===== src/rtl/int_to_fp.sv =====
// Three-stage pipelined int32/uint32 to IEEE-754 single converter.
// Output is always a normalised float or +0.0, round-to-nearest-even or truncate.
module int_to_fp #(
  parameter bit SIGNED = 1'b1,
  parameter bit ROUND  = 1'b1
) (
  input  logic        clk,
  input  logic        rst,
  input  logic        ce,
  input  logic        in_valid,
  input  logic [31:0] a0,
  output logic        out_valid,
  output logic [31:0] ret
);

  logic        w_sign0;
  logic [31:0] w_mag0;

  logic        r1_valid;
  logic        r1_sign;
  logic [31:0] r1_mag;
  logic [4:0]  w_nz1;
  logic        w_zero1;

  logic        r2_valid;
  logic        r2_sign;
  logic        r2_zero;
  logic [4:0]  r2_nz;
  logic [31:0] r2_mag;

  logic [31:0] w_sh;
  logic [22:0] w_frac;
  logic        w_guard;
  logic        w_sticky;
  logic        w_rup;
  logic [24:0] w_sum;
  logic [7:0]  w_exp;

  // Two's-complement negate of 0x80000000 yields 0x80000000, which is 2^31 unsigned.
  assign w_sign0 = SIGNED & a0[31];
  assign w_mag0  = w_sign0 ? (~a0 + 32'd1) : a0;

  assign w_zero1 = (r1_mag == 32'd0);

  always_comb begin
    w_nz1 = 5'd0;
    for (int i = 0; i < 32; i++) begin
      if (r1_mag[i]) w_nz1 = 5'(31 - i);
    end
  end

  assign w_sh     = r2_mag << r2_nz;
  assign w_frac   = w_sh[30:8];
  assign w_guard  = w_sh[7];
  assign w_sticky = |w_sh[6:0];
  assign w_rup    = ROUND & w_guard & (w_sticky | w_frac[0]);
  // Carry out of the 24-bit mantissa renormalises to 1.0 * 2^(exp+1); frac bits are already 0.
  assign w_sum    = {2'b01, w_frac} + {24'd0, w_rup};
  assign w_exp    = 8'd158 - {3'd0, r2_nz} + {7'd0, w_sum[24]};

  always_ff @(posedge clk) begin
    if (rst) begin
      r1_valid  <= 1'b0;
      r1_sign   <= 1'b0;
      r1_mag    <= 32'd0;
      r2_valid  <= 1'b0;
      r2_sign   <= 1'b0;
      r2_zero   <= 1'b0;
      r2_nz     <= 5'd0;
      r2_mag    <= 32'd0;
      out_valid <= 1'b0;
      ret       <= 32'd0;
    end else if (ce) begin
      r1_valid  <= in_valid;
      r1_sign   <= w_sign0;
      r1_mag    <= w_mag0;
      r2_valid  <= r1_valid;
      r2_sign   <= r1_sign;
      r2_zero   <= w_zero1;
      r2_nz     <= w_nz1;
      r2_mag    <= r1_mag;
      out_valid <= r2_valid;
      ret       <= r2_zero ? 32'd0 : {r2_sign, w_exp, w_sum[22:0]};
    end
  end

endmodule


===== config.mk =====
export PLATFORM = sky130hd
export DESIGN_NAME = int_to_fp
export DESIGN_NICKNAME = d
export VERILOG_FILES = /design/src/rtl/int_to_fp.sv
export SDC_FILE = /design/constraint.sdc
export NUM_CORES = 1
export LEC_CHECK = 0
export BUFFER_PORTS_ARGS = -buffer_cell sky130_fd_sc_hd__buf_2
export CAP_MARGIN = 5
export CORE_AREA = 2 2 135 104
export DETAILED_ROUTE_END_ITERATION = 6
export DIE_AREA = 0 0 137 106
export GPL_TIMING_DRIVEN = 1
export PLACE_DENSITY_LB_ADDON = 0.2
export SLEW_MARGIN = 20
export SYNTH_ARGS = -nofsm -noshare
export SYNTH_HDL_FRONTEND = slang
export SYNTH_SLANG_ARGS = --single-unit

===== constraint.sdc =====
create_clock -name clk -period 4.4 [get_ports clk]
set_clock_uncertainty 0.2 [all_clocks]
set_input_delay 0.88 -clock clk [delete_from_list [all_inputs] [get_ports clk]]
set_output_delay 0.88 -clock clk [all_outputs]
set_load 0.1 [all_outputs]

# == Word-level counts from Yosys, hierarchy flattened ==
# Index checks and enable logic that the tools add are counted.
# Widths: inputs -> output; s select.
# word_totals
regBits,107
latchBits,0
ram_bits,0
romBits,0
output_inout_bits,33
mem_count,0
# classes
addsub,4
mul,0
div,0
magnitude_cmp,0
eq_ne,0
n_shift,1
n_mux,34
n_bitwise,3
reduce_logical,2
# op_table
cell,count
$mux 5,32
$mux 32,2
$add 32x1->32 const B,1
$logic_not 32->1,1
$not 32->32,1
$shl 32x5->31,1
$add 24x1->25,1
$add 8x1->8,1
$sub 8x5->8 const A,1
$reduce_or 7->1,1
$and 1x1->1,1
$or 1x1->1,1

# == Logic depth before layout (Yosys ltp) ==
# depth
ltp_word,32
depth_mapped,18
mapped_depth_nobuf,15

# == Worst setup path after synthesis ==
# No wires, ideal clock.
# synth_path
path_kind,register -> register
start,reg r2_nz[1]
end,reg ret[29]
setup_ns,0.070
arrival_ns,3.249
required_ns,4.130
setup_slack_ns,0.880
stages_incl_launch_ff,15
period_less_slack_ns,3.520
cell_sequence,dfxtp_1 > buf_6 > mux4_1 > mux4_2 > a2bb2oi_2 > nor2_1 > and4b_1 > clkbuf_1 > nand4_2 > nand2b_1 > ha_1 > ha_1 > nand3_1 > or4_1 > a21oi_1
# synth_between
elab_chain_len,7
# synth_lines
item,line,text
from (decl),28,logic [4:0] r2_nz;
from (signal assigned),80,r2_nz <= w_nz1;
$shl 32x5->31,52,assign w_sh = r2_mag << r2_nz;
$reduce_or 7->1,55,assign w_sticky = |w_sh[6:0];
$or 1x1->1,56,assign w_rup = ROUND & w_guard & (w_sticky | w_frac[0]);
$and 1x1->1,56,
$add 24x1->25,58,"assign w_sum = {2'b01, w_frac} + {24'd0, w_rup};"
$add 8x1->8 *,59,"assign w_exp = 8'd158 - {3'd0, r2_nz} + {7'd0, w_sum[24]};"
$mux 32 *,83,"ret <= r2_zero ? 32'd0 : {r2_sign, w_exp, w_sum[22:0]};"
to (signal assigned),83,
to (decl),13,output logic [31:0] ret
# Mark *: on every way between the ends. The rest lies on a longest branch, timed or not.
# A chain may end at the register's enable or synchronous reset.

# == Final worst setup path ==
# Ends and elaborated chain as after synthesis.

==> run metrics <==
status=completed; crit path max fanout=17; hold path endpoint=ret[13]; total core area=13300 µm²; Async SR Flop Fraction=0; Worst setup SP type=flip-flop; post-synthesis mux area share=0.240; Final ANT Viol Nets=0; most common cell after layout, fill and taps aside=nor2_1; worst hold path depth=2; Total GRT Usage=0.283; hpwl dp=14800 µm; worst reg2reg path endpoint=ret[29]; Placed Area=7650 µm²; area share of the largest cell type after synthesis=0.296; reg2reg start=r2_nz[1]; Sw Ratio=0.345; DRT iter0 DRCs=roughly 580; Nets=around 900; Vias=roughly 6400; vias in the first global route=6035; top_reg_cell synth=dfxtp_1; min Tclk post-route=4070 ps; clock latency at the later pin of the worst-skew pair=360 ps; routability congestion estimate=between 0.9 and 1; Slew @ Worst Pin=881 ps; Compound-Gate Fraction of Synth Area=0.156; RSZ-0062 raised after global routing=no; area of the die=about 15000 µm²; clk buf depth=2; Max-Cap Viols=0; combinational family with the most area after synthesis=multiplexers; endpoints failing hold=0; number of CTS-inserted buffers=9; # setup viols final=0; Yosys reg bits=106; min-delay src=ret[13]; leak pwr=3.14 nW; Reg power frac=0.429; Sw Pwr=885 µW; layout cell share with drive strength beyond 1=0.191; first-pass GRT wire length=around 32000 µm; Hold-fix buffers, CTS=0; Critical Path AT=4160 ps; Avg WL per Cell=around 19 µm; Cell Pwr Density=about 320 nW/µm²; grt total ovfl=0; CTS tree=done; Tot Pwr=2.56 mW; combinational share of power=0.259; fill count=1190; Post-synth EDFFs=0; final cycle utilization of the critical path=0.925; cell area after layout=7960 µm²; Die W=roughly 140 µm; Slew Limit Headroom=0.413; Reg2Reg Depth=12; Synth Area in Adders=0.00698; max frequency=0.246 GHz; Vias per Instance=6.25; xor/xnor share of the synthesized area=0.0647; Crit Path Category=flip-flop to flip-flop; cell-internal power=about 1.7 mW; mapped cell area=7170 µm²; setup_tns=0 ps; simple-gate share of the synthesized area=0.187; Initial DRT Pass Iterations=5; # port buffers=68; pin count of the biggest net entering global routing=just under 90; Num Clock Sinks=106; Synth-to-Final Area Change=10.9%; row count=37; reg2reg setup slack=330 ps; Residual DRC=0; htree depth=3; Initial Util=0.538; initial antenna violation count=0; Required @ worst endpoint=between 4000 and 5000 ps; Setup crit end kind=flip-flop; number of cells produced by synthesis=roughly 810; Clock Tree Root=clkbuf_16; sequential fraction of the synthesis area=0.296; post-synthesis net count=845; number of diodes=0; most frequent cells in the layout=nor2_1, dfxtp_1, nand2_1; Die H=between 100 and 150 µm; Distinct cells, synth=67; WL final=19600 µm; Min-Delay Path Class=flip-flop to flip-flop; Clock Pin Slew Worst Setup and Hold Paths=70 ps; clock share of power=0.312; synthesized area per cell=8.91 µm²; Max IR drop VDD=213 µV; number of synthesis warnings=0; Yosys top cell by area=dfxtp_1; Max Slew Vio Count=0; total I/O pin count=69; Synth area leaders=dfxtp_1, mux4_2, mux2i_1
## metrics by stage
stage / hold WS, ps / setup WS [ps] / std cells / util
CTS: 251 / 351 / 1027 / 0.596
global route: 279 / 78.5 / 1027 / 0.597
detailed placement: 241 / 378 / 1011 / 0.574
global placement: 232 / 484 / 1011 / 0.574
floorplan: 245 / 880 / 805 / -
finish: 246 / 332 / 1027 / 0.597
## repair_timing
action                     4_1_cts  5_1_grt
setup endpoints to repair        0        2
setup buffers                    0        0
resized for setup                0        1
## worst max path at each step
stage	from	endpoint	slack (ps)	cells after the start
finish	r2_nz[1]	ret[29]	330	12
global route	r2_nz[1]	ret[29]	80	13
CTS	r2_nz[1]	ret[27]	350	14
detailed placement	r2_nz[1]	ret[27]	380	14
global placement	r2_nz[1]	ret[27]	480	14
floorplan	r2_nz[1]	ret[29]	880	14
## power groups by stage
stage / Sequential (mW) / Clock (mW) / Combinational (mW)
floorplan: 1.18 / 0 / 0.429
global placement: 1.12 / 0 / 0.651
detailed placement: 1.12 / 0 / 0.657
CTS: 1.10 / 0.814 / 0.660
global route: 1.11 / 0.851 / 0.716
finish: 1.10 / 0.800 / 0.664
## metal layers
layer / GRT usage / wire [µm] / vias to the layer above
met1: 0.419 / 9070 / 3061
met4: 0.0648 / 244 / 0
li1: - / - / 3062
met2: 0.414 / 8540 / 272
met3: 0.0706 / 1730 / 21
met5: 0 / 0 / -
## state kept, by name (all words and copies together) (netlist names)
name       cells
r2_valid       1
r2_sign        1
r1_sign        1
r2_zero        1
r2_nz          5
r1_valid       1
ret           32
r2_mag        31
out_valid      1
r1_mag        32
## final cells by class
| type | instances | area [µm²] | area share |
|---|---|---|---|
| repair buffers | 90 | 546 | 0.0686 |
| inverters | 18 | 67.6 | 0.00849 |
| flip-flops and latches | 106 | 2120 | 0.267 |
| multi-input cells | 622 | 4700 | 0.591 |
| well taps | 175 | 219 | 0.0275 |
| clock buffers | 10 | 239 | 0.0300 |
| clock inverters | 6 | 60.1 | 0.00755 |
## synthesized netlist by cell type, drive strengths merged (4+ instances only)
cell type,instances
mux4,43
nor4,13
ha,4
nand2b,7
a22oi,16
nor2,119
clkbuf,34
mux2i,71
nand4,5
nand3,25
a22o,4
and2,5
a211oi,32
nand2,72
or4,6
and3,4
xnor2,22
a31oi,4
inv,17
nand4b,4
o41ai,4
o211ai,4
o22ai,6
a21oi,30
buf,25
nor3,15
dfxtp,106
o21ai,32
xor2,31
o31ai,11
## cell families (layout without fill, tap and decap cells)
group                      count (synthesis)  count (layout)
AOI/OAI and AO/OA                        162             162
xor gates and xnor gates                  53              53
adders and majority gates                  4               4
buffers and inverters                     77             124
DFF                                      106             106
muxes                                    116             116
and+or+nand+nor                          287             287
## worst max-delay path, cell delays in order, from the launching register on
cell       delay [ps]
dfxtp_2           640
mux4_1            660
mux4_2            510
a2bb2oi_2         230
nor2_1             60
and4b_1           280
nand4_2           130
nand2b_1          180
ha_1              200
ha_1              180
nand3_1           120
or4_1             440
a21oi_1           150
Power figures use the tool's default switching activity.
